**src/rtl/ctrl_pkg.sv**
```systemverilog
// Shared multicycle CPU control encodings: state codes, opcodes and datapath mux/ALU selects.
// The controller and the datapath both import this package.
package ctrl_pkg;

    typedef enum logic [3:0] {
        FETCH    = 4'd0,
        DECODE   = 4'd1,
        MEM_ADDR = 4'd2,
        MEM_RD   = 4'd3,
        MEM_WB   = 4'd4,
        MEM_WR   = 4'd5,
        EXEC     = 4'd6,
        R_WB     = 4'd7,
        BRANCH   = 4'd8,
        JUMP     = 4'd9,
        ADDI_EX  = 4'd10,
        ADDI_WB  = 4'd11
    } state_t;

    localparam logic [5:0] OP_RTYPE = 6'b000000;
    localparam logic [5:0] OP_LW    = 6'b100011;
    localparam logic [5:0] OP_SW    = 6'b101011;
    localparam logic [5:0] OP_BEQ   = 6'b000100;
    localparam logic [5:0] OP_J     = 6'b000010;
    localparam logic [5:0] OP_ADDI  = 6'b001000;

    localparam logic [1:0] ALU_ADD   = 2'b00;
    localparam logic [1:0] ALU_SUB   = 2'b01;
    localparam logic [1:0] ALU_FUNCT = 2'b10;

    localparam logic [1:0] PC_ALU    = 2'b00;
    localparam logic [1:0] PC_ALUOUT = 2'b01;
    localparam logic [1:0] PC_JUMP   = 2'b10;

    localparam logic [1:0] SRCB_REG     = 2'b00;
    localparam logic [1:0] SRCB_FOUR    = 2'b01;
    localparam logic [1:0] SRCB_IMM     = 2'b10;
    localparam logic [1:0] SRCB_IMM_SHL = 2'b11;

    function automatic logic op_is_legal(input logic [5:0] op);
        case (op)
            OP_RTYPE, OP_LW, OP_SW, OP_BEQ, OP_J, OP_ADDI: op_is_legal = 1'b1;
            default:                                        op_is_legal = 1'b0;
        endcase
    endfunction

endpackage

```
**src/rtl/multicycle_control_if.sv**
```systemverilog
// Controller <-> datapath bundle: instruction opcode and memory handshake in, control strobes out.
interface multicycle_control_if;

    logic [5:0] opcode;
    logic       mem_ready;
    logic       pc_write;
    logic       pc_write_cond;
    logic       iord;
    logic       mem_read;
    logic       mem_write;
    logic       ir_write;
    logic       reg_dst;
    logic       mem_to_reg;
    logic       reg_write;
    logic       alu_src_a;
    logic [1:0] alu_src_b;
    logic [1:0] alu_op;
    logic [1:0] pc_source;
    logic [3:0] state;
    logic       illegal_op;

    modport master (
        input  opcode, mem_ready,
        output pc_write, pc_write_cond, iord, mem_read, mem_write, ir_write,
               reg_dst, mem_to_reg, reg_write, alu_src_a, alu_src_b, alu_op,
               pc_source, state, illegal_op
    );

    modport slave (
        output opcode, mem_ready,
        input  pc_write, pc_write_cond, iord, mem_read, mem_write, ir_write,
               reg_dst, mem_to_reg, reg_write, alu_src_a, alu_src_b, alu_op,
               pc_source, state, illegal_op
    );

endinterface

```
**src/rtl/multicycle_control.sv**
```systemverilog
// Multicycle MIPS-style controller: one state register, outputs decoded combinationally from it.
// Reset also gates the outputs so nothing fires while rst is held.
module multicycle_control
    import ctrl_pkg::*;
(
    input logic                 clk,
    input logic                 rst,
    multicycle_control_if.master bus
);

    state_t state_q;

    always_ff @(posedge clk) begin
        if (rst) begin
            state_q <= FETCH;
        end else begin
            case (state_q)
                FETCH:    if (bus.mem_ready) state_q <= DECODE;
                DECODE: begin
                    case (bus.opcode)
                        OP_LW, OP_SW: state_q <= MEM_ADDR;
                        OP_RTYPE:     state_q <= EXEC;
                        OP_BEQ:       state_q <= BRANCH;
                        OP_J:         state_q <= JUMP;
                        OP_ADDI:      state_q <= ADDI_EX;
                        default:      state_q <= FETCH;
                    endcase
                end
                MEM_ADDR: state_q <= (bus.opcode == OP_LW) ? MEM_RD : MEM_WR;
                MEM_RD:   if (bus.mem_ready) state_q <= MEM_WB;
                MEM_WR:   if (bus.mem_ready) state_q <= FETCH;
                EXEC:     state_q <= R_WB;
                ADDI_EX:  state_q <= ADDI_WB;
                // MEM_WB, R_WB, BRANCH, JUMP, ADDI_WB and unused codes all return to FETCH
                default:  state_q <= FETCH;
            endcase
        end
    end

    assign bus.state = rst ? 4'd0 : state_q;

    always_comb begin
        bus.pc_write      = 1'b0;
        bus.pc_write_cond = 1'b0;
        bus.iord          = 1'b0;
        bus.mem_read      = 1'b0;
        bus.mem_write     = 1'b0;
        bus.ir_write      = 1'b0;
        bus.reg_dst       = 1'b0;
        bus.mem_to_reg    = 1'b0;
        bus.reg_write     = 1'b0;
        bus.alu_src_a     = 1'b0;
        bus.alu_src_b     = SRCB_REG;
        bus.alu_op        = ALU_ADD;
        bus.pc_source     = PC_ALU;
        bus.illegal_op    = 1'b0;
        if (!rst) begin
            case (state_q)
                FETCH: begin
                    bus.mem_read  = 1'b1;
                    bus.alu_src_b = SRCB_FOUR;
                    bus.ir_write  = bus.mem_ready;
                    bus.pc_write  = bus.mem_ready;
                end
                DECODE: begin
                    bus.alu_src_b  = SRCB_IMM_SHL;
                    bus.illegal_op = !op_is_legal(bus.opcode);
                end
                MEM_ADDR, ADDI_EX: begin
                    bus.alu_src_a = 1'b1;
                    bus.alu_src_b = SRCB_IMM;
                end
                MEM_RD: begin
                    bus.mem_read = 1'b1;
                    bus.iord     = 1'b1;
                end
                MEM_WR: begin
                    bus.mem_write = 1'b1;
                    bus.iord      = 1'b1;
                end
                MEM_WB: begin
                    bus.reg_write  = 1'b1;
                    bus.mem_to_reg = 1'b1;
                end
                EXEC: begin
                    bus.alu_src_a = 1'b1;
                    bus.alu_op    = ALU_FUNCT;
                end
                R_WB: begin
                    bus.reg_write = 1'b1;
                    bus.reg_dst   = 1'b1;
                end
                BRANCH: begin
                    bus.alu_src_a     = 1'b1;
                    bus.alu_op        = ALU_SUB;
                    bus.pc_write_cond = 1'b1;
                    bus.pc_source     = PC_ALUOUT;
                end
                JUMP: begin
                    bus.pc_write  = 1'b1;
                    bus.pc_source = PC_JUMP;
                end
                ADDI_WB: bus.reg_write = 1'b1;
                default: ;
            endcase
        end
    end

endmodule

```
**src/flat_wrapper.sv**
```systemverilog
// flat-port wrapper written by rule: the top's interface ports become plain ports
module multicycle_control_flat import ctrl_pkg::*;
  (clk, rst, bus_opcode, bus_mem_ready, bus_pc_write, bus_pc_write_cond, bus_iord, bus_mem_read, bus_mem_write, bus_ir_write, bus_reg_dst, bus_mem_to_reg, bus_reg_write, bus_alu_src_a, bus_alu_src_b, bus_alu_op, bus_pc_source, bus_state, bus_illegal_op);
  multicycle_control_if bus_i ();
  input logic clk;
  input logic rst;
  input wire logic [$bits(bus_i.opcode)-1:0] bus_opcode;
  input wire logic [$bits(bus_i.mem_ready)-1:0] bus_mem_ready;
  output wire logic [$bits(bus_i.pc_write)-1:0] bus_pc_write;
  output wire logic [$bits(bus_i.pc_write_cond)-1:0] bus_pc_write_cond;
  output wire logic [$bits(bus_i.iord)-1:0] bus_iord;
  output wire logic [$bits(bus_i.mem_read)-1:0] bus_mem_read;
  output wire logic [$bits(bus_i.mem_write)-1:0] bus_mem_write;
  output wire logic [$bits(bus_i.ir_write)-1:0] bus_ir_write;
  output wire logic [$bits(bus_i.reg_dst)-1:0] bus_reg_dst;
  output wire logic [$bits(bus_i.mem_to_reg)-1:0] bus_mem_to_reg;
  output wire logic [$bits(bus_i.reg_write)-1:0] bus_reg_write;
  output wire logic [$bits(bus_i.alu_src_a)-1:0] bus_alu_src_a;
  output wire logic [$bits(bus_i.alu_src_b)-1:0] bus_alu_src_b;
  output wire logic [$bits(bus_i.alu_op)-1:0] bus_alu_op;
  output wire logic [$bits(bus_i.pc_source)-1:0] bus_pc_source;
  output wire logic [$bits(bus_i.state)-1:0] bus_state;
  output wire logic [$bits(bus_i.illegal_op)-1:0] bus_illegal_op;
  assign bus_i.opcode = bus_opcode;
  assign bus_i.mem_ready = bus_mem_ready;
  assign bus_pc_write = bus_i.pc_write;
  assign bus_pc_write_cond = bus_i.pc_write_cond;
  assign bus_iord = bus_i.iord;
  assign bus_mem_read = bus_i.mem_read;
  assign bus_mem_write = bus_i.mem_write;
  assign bus_ir_write = bus_i.ir_write;
  assign bus_reg_dst = bus_i.reg_dst;
  assign bus_mem_to_reg = bus_i.mem_to_reg;
  assign bus_reg_write = bus_i.reg_write;
  assign bus_alu_src_a = bus_i.alu_src_a;
  assign bus_alu_src_b = bus_i.alu_src_b;
  assign bus_alu_op = bus_i.alu_op;
  assign bus_pc_source = bus_i.pc_source;
  assign bus_state = bus_i.state;
  assign bus_illegal_op = bus_i.illegal_op;
  multicycle_control u_core (.clk(clk), .rst(rst), .bus(bus_i));
endmodule
```
**config.mk**
```make
export PLATFORM = sky130hd
export DESIGN_NAME = multicycle_control_flat
export DESIGN_NICKNAME = d
export VERILOG_FILES = /design/src/rtl/ctrl_pkg.sv /design/src/rtl/multicycle_control_if.sv /design/src/rtl/multicycle_control.sv /design/src/flat_wrapper.sv
export SDC_FILE = /design/constraint.sdc
export NUM_CORES = 1
export LEC_CHECK = 0
export ABC_AREA = 1
export CORE_MARGIN = 8
export CORE_UTILIZATION = 35
export CTS_BUF_LIST = sky130_fd_sc_hd__clkbuf_4
export CTS_CLUSTER_SIZE = 12
export DETAILED_ROUTE_END_ITERATION = 10
export GPL_TIMING_DRIVEN = 0
export PLACE_DENSITY = 0.87
export SLEW_MARGIN = 20
export SYNTH_ARGS = -nofsm -noshare
export SYNTH_HDL_FRONTEND = slang
export SYNTH_SLANG_ARGS = --single-unit
```
**constraint.sdc**
```tcl
create_clock -name clk -period 1.15 [get_ports clk]
set_clock_uncertainty 0.05 [all_clocks]
set_input_delay 0.23 -clock clk [delete_from_list [all_inputs] [get_ports clk]]
set_output_delay 0.23 -clock clk [all_outputs]
set_load 0.01 [all_outputs]
```
## Word level (Yosys, flattened, before mapping)

Cells that the tools add are included.

| storage, ports and cells | value |
|---|---|
| logic and storage cells | 69 |
| register bits after elaboration | 4 |
| input port bits | 9 |
| output and inout port bits | 21 |

| operators by class | value |
|---|---|
| multiplexer cells | 38 |
| reduce and logical (&&, ||, !) cells | 11 |
| equality and inequality tests | 19 |

Operators by type and width:

| cell | count |
|---|---|
| $pmux 4 s7 | 1 |
| $mux 1 | 24 |
| $pmux 4 s5 | 1 |
| $eq 4x3->1 const B | 4 |
| $eq 4x4->1 const B | 4 |
| $mux 4 | 4 |
| $eq 6x6->1 const B | 2 |
| $eq 4x2->1 const B | 2 |
| $pmux 2 s2 | 2 |
| $reduce_or 2->1 | 4 |
| $eq 6x2->1 const B | 1 |
| $eq 6x3->1 const B | 1 |
| $eq 6x4->1 const B | 1 |
| $logic_not 6->1 | 1 |
| $mux 2 | 3 |
| $ne 2x2->1 const B | 3 |
| $pmux 2 s3 | 1 |
| $reduce_or 6->1 | 1 |
| $eq 4x1->1 const B | 1 |
| $logic_not 4->1 | 1 |
| $reduce_or 4->1 | 1 |
| $mux 3 | 1 |
| $reduce_and 3->1 | 1 |
| $reduce_or 3->1 | 1 |
| 2 further kinds | 2 |

## Depth between registers and ports, before layout

Gate-level depths: netlist (run 1).

| depth | value |
|---|---|
| depth in word-level cells | 8 |
| depth in mapped cells | 9 |
| depth with buffers taken out | 9 |

## Worst setup path after synthesis (run 1)

No wires, ideal clock.

| timing | value |
|---|---|
| path kind | flip-flop to output port |
| from | register u_core.state_q[3] |
| to | output port bus_pc_source[0] |
| cell stages (with the launch flop) | 6 |
| arrival | 1145 ps |
| path slack | -275 ps |
| data required time | 870 ps |
| cells stage by stage | dfxtp_1 -> inv_2 -> nor2_1 -> nand2_1 -> nor2_1 -> buf_4 |

| between the ends | value |
|---|---|
| word-level cells in the longest chain between the ends | 3 |
| elaborated cells between the ends (all ways) | 4 |
| those cells by class | 2 x eq/ne; 2 x mux |

Ends and longest elaborated chain:

| element | RTL line | RTL |
|---|---|---|
| from (decl) | multicycle_control.sv:11 | `state_t state_q;` |
| from (signal assigned) | multicycle_control.sv:29 | `MEM_ADDR: state_q <= (bus.opcode == OP_LW) ? MEM_RD : MEM_WR;` |
| $eq 4x4->1 | multicycle_control.sv:58 | `case (state_q)` |
| $pmux 2 s2 * | multicycle_control.sv:58 |  |
| $mux 2 * | multicycle_control.sv:57 | `if (!rst) begin` |
| to (decl) | flat_wrapper.sv:21 | `output wire logic [$bits(bus_i.pc_source)-1:0] bus_pc_source;` |

Mark *: on every way between the ends. The rest lies on a longest branch, timed or not.

## Final worst setup path (run 1)

| timing | value |
|---|---|
| from | register u_core.state_q[1] |
| to | output port bus_alu_src_b[1] |

| between the ends | value |
|---|---|
| word-level cells in the longest chain between the ends | 4 |
| elaborated cells between the ends (all ways) | 7 |
| those cells by class | 3 x eq/ne; 2 x mux; 2 x reduce/logical |

Ends and longest elaborated chain:

| element | RTL line | RTL |
|---|---|---|
| $eq 4x2->1 or $eq 4x4->1 (tied branches) | multicycle_control.sv:58 |  |
| $reduce_or 2->1 | n/a |  |
| $pmux 2 s3 * | multicycle_control.sv:58 |  |
| $mux 2 * | multicycle_control.sv:57 |  |
| to (decl) | flat_wrapper.sv:19 | `output wire logic [$bits(bus_i.alu_src_b)-1:0] bus_alu_src_b;` |

Marks and branches as above.

==> results.yml, run 1 <==
sta:
  grt_setup_unrepaired: "true"
  max_freq_mhz: 571.2
  drv_slew: 0
  tightest_slew_ns: 0.2934
  hold_viol_final: 0
  relSlewSlack_pct: 80.44
  whs_ns: 0.5948
  min_period_ns: 1.751
  fin_crit_sh_pct: 152.2
  setup_viol: 25
  postLayoutSetupSlackWorst_ns: -0.6008
yosys:
  synth-seq-area-share_pct: 13.70
  syn-cell-area_um2: 584.3
  synth.distinct_cells: 20
  syn_inst: 116
  yosys_warnings: 0
  avgSynthCellArea_um2: 5.037
  synth-seq-cells: 4
  synth_nets: 125
clocking:
  h-tree-depth: 1
  hold_buffers: 0
  clk_pin_slew_ns: 0.04
  clock_latency_ns: 0.24
  root_buffer: "clkbuf_4"
  cts_buffer_depth: 2
  cts_sinks: 4
  cts_tree: "built"
  cts_made_buffers: 3
placed_design:
  dpl.hpwl_mm: 1.623
  placement.io_buffers: 29
  dp.cells: 161
  gp_congestion: 0.8953
  place_area_um2: 949.7
floorplanning:
  initial_core_util_pct: 37.91
  io_pins: 30
  rows: 14
  die_area_um2: 3233
  die_w_um: 56.86
  core_um2: 1541
  fp.dieH_um: 56.86
global_routing:
  grt-ovfl-total: 0
  grt_pass1_wl_mm: 5.119
  antenna_found_initial: 0
  grt_max_degree: 11
  grt_usage_pct: 19.18
  grt_pass1_vias: 1114
hold_path:
  hold_class: "flop to flop"
power:
  power_switching_share_pct: 43.04
  power_mw: 0.8511
  power.density_nw_per_um2: 568.7
  vdd_ir_drop_max_mv: 0.7136
  p_int_mw: 0.4847
  comb_power_share_pct: 59.6
  seqPwrFrac_pct: 19.3
  switching_power_mw: 0.3663
  clock_power_share_pct: 21.1
  leakage_nw: 0.7370
final_layout:
  seqCellArea_um2: 95.09
  layout_commonest_cell: "buf_6"
  multiInputGateArea_um2: 664.4
  final_nets: 195
  final_cell_mix: "buf_6 (25), buf_4 (20), nand2_1 (19)"
  biggestRegsByFlops: "u_core.state_q (4)"
  final_cells: 200
  fin_area_um2: 1496
  synthToLayoutAreaGrowth_pct: 156.1
  drive_above_1_share_pct: 70.11
  fill_cells: 25
  largest_reg_flops: 4
  regMostFlops: "u_core.state_q"
  diodes: 0
routing:
  viasPerCell: 6.310
  dr.first_iter.drc_count: 131
  antenna_left: 0
  drc: 0
  num_vias: 1262
  wire_per_inst_um: 23.44
  routed_wl_mm: 4.688
  drt_first_pass_iters: 7
critical_path:
  crit_arrival_ns: 1.47
  cp-end-kind: "output port"
  cp.required_ns: 0.87
  path_max_fanout: 5
  path_class: "flop to output port"
  start_kind: "flop"
outcome:
  violations: "negative setup slack"
  status: "finished with violations"
flow_run:
  maxCapViolations: 0
[stage by stage]
stage | setup slack [ns] | utilization (%) | TNS (ns)
5_1_grt | -0.5786 | 97.08 | -9.661
2_1_floorplan | -0.08495 | - | -0.1642
6_report | -0.6008 | 97.08 | -8.857
3_3_place_gp | -1.030 | 61.61 | -18.76
4_1_cts | -0.3897 | 78.65 | -5.740
3_5_place_dp | -1.030 | 61.61 | -19.10
[layout make-up]
type,instances,share of cell area [%]
sequential,4,6.354
timing repair buffer,65,38.04
tap,16,1.338
multi-input combinational,91,44.40
inverter,19,6.856
clock buffer,3,1.505
buffer,2,1.505
[worst max-delay path, stage by stage, from the launching register on]
cell,delay (ns)
dfxtp_4,0.38
inv_4,0.08
nand2_4,0.08
nor2_4,0.18
buf_6,0.12
a21oi_2,0.03
nor2_1,0.19
buf_2,0.18
[power by group through the flow]
stage | Sequential, mW | Combinational, mW | Clock [mW]
CTS | 0.161 | 0.322 | 0.182
global placement | 0.162 | 0.262 | 0
floorplan | 0.160 | 0.158 | 0
detailed placement | 0.162 | 0.268 | 0
finish | 0.164 | 0.508 | 0.179
global route | 0.165 | 0.522 | 0.187
[path summary, 6_finish.rpt]
kind                      from                end  cells after the start  slack, ns
max          u_core.state_q[1]   bus_alu_src_b[1]                      7      -0.60
min          u_core.state_q[3]  u_core.state_q[3]                      4       0.59
max reg2reg  u_core.state_q[1]  u_core.state_q[2]                     10      -0.28
min reg2reg  u_core.state_q[3]  u_core.state_q[3]                      4       0.59
[Yosys cell counts]
| library cell | count | share of area, % |
|---|---|---|
| o211ai_1 | 1 | 1.3 |
| nand2_2 | 5 | 5.4 |
| dfxtp_1 | 4 | 14 |
| buf_2 | 1 | 0.86 |
| inv_2 | 5 | 3.2 |
| nor2_1 | 31 | 20 |
| o22ai_1 | 2 | 2.1 |
| nor2_2 | 1 | 1.1 |
| a21oi_1 | 5 | 4.3 |
| inv_1 | 13 | 8.4 |
| nand2_4 | 1 | 1.9 |
| nor3_1 | 2 | 1.7 |
| clkinv_1 | 1 | 0.64 |
| nor3_2 | 1 | 1.7 |
| nand3_2 | 1 | 1.7 |
| o21ai_2 | 1 | 1.5 |
| nand3_1 | 11 | 9.4 |
| nand2_1 | 28 | 18 |
| buf_4 | 1 | 1.3 |
| nor2_4 | 1 | 1.9 |
[metal layers]
layer	up-vias	GRT usage, %	routed length, um
met5	-	0	0
met4	0	11.41	360
met3	56	4.719	574
met2	149	35.27	2216
met1	564	18.62	1536
li1	493	-	-
[cell families (layout without fill, tap and decap cells)]
group	after synthesis	after routing	share of synthesized area, %
flops	4	4	13.71
compound gates	9	9	9.207
simple gates	82	82	62.74
buf+inv	21	89	14.35
[repair_timing]
| action | CTS | global route |
|---|---|---|
| gates resized for setup | 152 | 38 |
| buffers inserted | 20 | 16 |
| hold endpoints to repair | 0 | 0 |
| endpoints found under the setup margin | 25 | 25 |
| pin swaps | 24 | 18 |
Note: power is estimated with default switching activity, not from simulation.
==> run 2: changes to the inputs <==
- SKIP_CTS_REPAIR_TIMING: not set -> 1
- TNS_END_PERCENT: not set -> 50
==> run 2 against run 1 <==
  * The flow still finishes with violations (negative setup slack)
  * Wire length decreased by 45%
  * Total power decreased by 19%
  * Non-clock buffer count decreased by 24
  * Sequential share of layout area increased by 2.4 points
  * Combinational power decreased by 31%
  * Via count decreased by 26%
  * Die area unchanged
  * Global-route usage decreased by 8.0 points
  * Register-to-register slack improved by 0.06 ns
  * Setup slack improved by 0.070 ns
  * Maximum frequency increased by 4.2%
  * Flip-flop and latch count unchanged
  * Critical path type unchanged
  * Critical endpoint is now bus_illegal_op
  * Largest cell class unchanged
  * Highest routed layer unchanged
==> results.yml, run 2 (synthesized netlist as in run 1, its figures left out) <==
outcome:
  status: "finished with violations"
  violations: "negative setup slack"
final_layout:
  final_cells: 176
  final_cell_mix: "nor2_1 (24), nand2_1 (24), buf_2 (13)"
  fill_cells: 108
  diodes: 0
  drive_above_1_share_pct: 50.63
  synthToLayoutAreaGrowth_pct: 86.72
  regMostFlops: "u_core.state_q"
  final_nets: 171
  biggestRegsByFlops: "u_core.state_q (4)"
  final_util_pct: 70.78
  largest_reg_flops: 4
  fin_area_um2: 1091
routing:
  viasPerCell: 5.330
  drt_first_pass_iters: 4
  antenna_left: 0
  num_vias: 938
  wire_per_inst_um: 14.72
  dr.first_iter.drc_count: 34
  routed_wl_mm: 2.590
  drc: 0
global_routing:
  grt-ovfl-total: 0
  grt_pass1_vias: 719
  grt_usage_pct: 11.16
  grt_pass1_wl_mm: 3.008
  antenna_found_initial: 0
  grt_max_degree: 11
clocking:
  cts_made_buffers: 3
  clock_latency_ns: 0.24
  cts_tree: "built"
  cts_buffer_depth: 2
  h-tree-depth: 1
  clk_pin_slew_ns: 0.04
  cts_sinks: 4
  root_buffer: "clkbuf_4"
placed_design:
  place_area_um2: 932.1
  placement.io_buffers: 29
  gp_congestion: 0.8511
  dp.cells: 161
  dpl.hpwl_mm: 1.557
  dp_slack_ns: -1.033
floorplanning:
  die_area_um2: 3233
  die_w_um: 56.86
  core_um2: 1541
  rows: 14
  io_pins: 30
  fp.dieH_um: 56.86
  initial_core_util_pct: 37.91
sta:
  tightest_slew_ns: 0.2248
  hold_viol_final: 0
  fin_crit_sh_pct: 146.2
  grt_setup_unrepaired: "true"
  drv_slew: 0
  min_period_ns: 1.681
  setup_viol: 24
  postLayoutSetupSlackWorst_ns: -0.5308
  relSlewSlack_pct: 84.96
  max_freq_mhz: 595.0
critical_path:
  cp.required_ns: 0.87
  cp-end-kind: "output port"
  start_kind: "flop"
  crit_arrival_ns: 1.40
  path_class: "flop to output port"
  path_max_fanout: 5
power:
  leakage_nw: 0.6145
  power.density_nw_per_um2: 631.5
  vdd_ir_drop_max_mv: 0.7209
flow_run:
  maxCapViolations: 0
hold_path:
  hold_class: "primary input to flop"
[run 2: changes by cell type in the layout (fill, tap and decap cells not counted), moves of 6 or more]
cell	before	now
buf_6	25	7
dlymetal6s2s_1	0	6
nor2_2	7	1
nor2_1	12	24
clkbuf_2	0	7
buf_4	20	8
nor2_4	14	8
[run 2: metrics by stage]
step | setup TNS [ns] | power (mW) | hold WS, ns
after floorplan | -0.3021 | 0.3147 | 0.3908
after global placement | -18.63 | 0.4211 | 0.5233
after detailed placement | -19.13 | 0.4243 | 0.5414
after CTS | -18.23 | 0.6079 | 0.5470
after global routing | -8.308 | 0.7327 | 0.3984
final | -7.024 | 0.6890 | 0.3639
[run 2: worst paths after layout]
path	to	slack, ns	cells past startpoint	startpoint
setup / recovery	bus_illegal_op	-0.53	7	u_core.state_q[2]
hold reg to reg	u_core.state_q[1]	0.56	4	u_core.state_q[1]
hold / removal	u_core.state_q[2]	0.36	4	rst
setup reg to reg	u_core.state_q[2]	-0.22	9	u_core.state_q[0]
[run 2: cell type report]
cell class	count	area [um^2]	area share, %
plain buffers	2	22.52	2.064
clock buffers	3	22.52	2.064
flip-flops and latches	4	95.09	8.716
multi-input cells	91	533.0	48.85
well taps	16	20.02	1.835
inverters	19	86.33	7.913
repair buffers	41	311.5	28.55
[run 2: layer usage]
metal / track usage [%] / routed length [um]
met1: 12.96 / 1011
met4: 6.040 / 103
met3: 2.697 / 129
met5: 0 / 0
met2: 18.18 / 1346
[run 2: power breakdown]
part	switching (mW)	internal [mW]	total (mW)
clock	0.0610	0.117	0.178
sequential	0.0160	0.143	0.159
combinational	0.197	0.155	0.352
[run 2: worst max-delay path, cell delays in order (launching register included)]
cell and delay, ns:
dfxtp_4 0.36, inv_6 0.09, nand2_4 0.07, nor2_4 0.12
buf_6 0.11, o211ai_1 0.09, nor3_2 0.18, buf_2 0.15
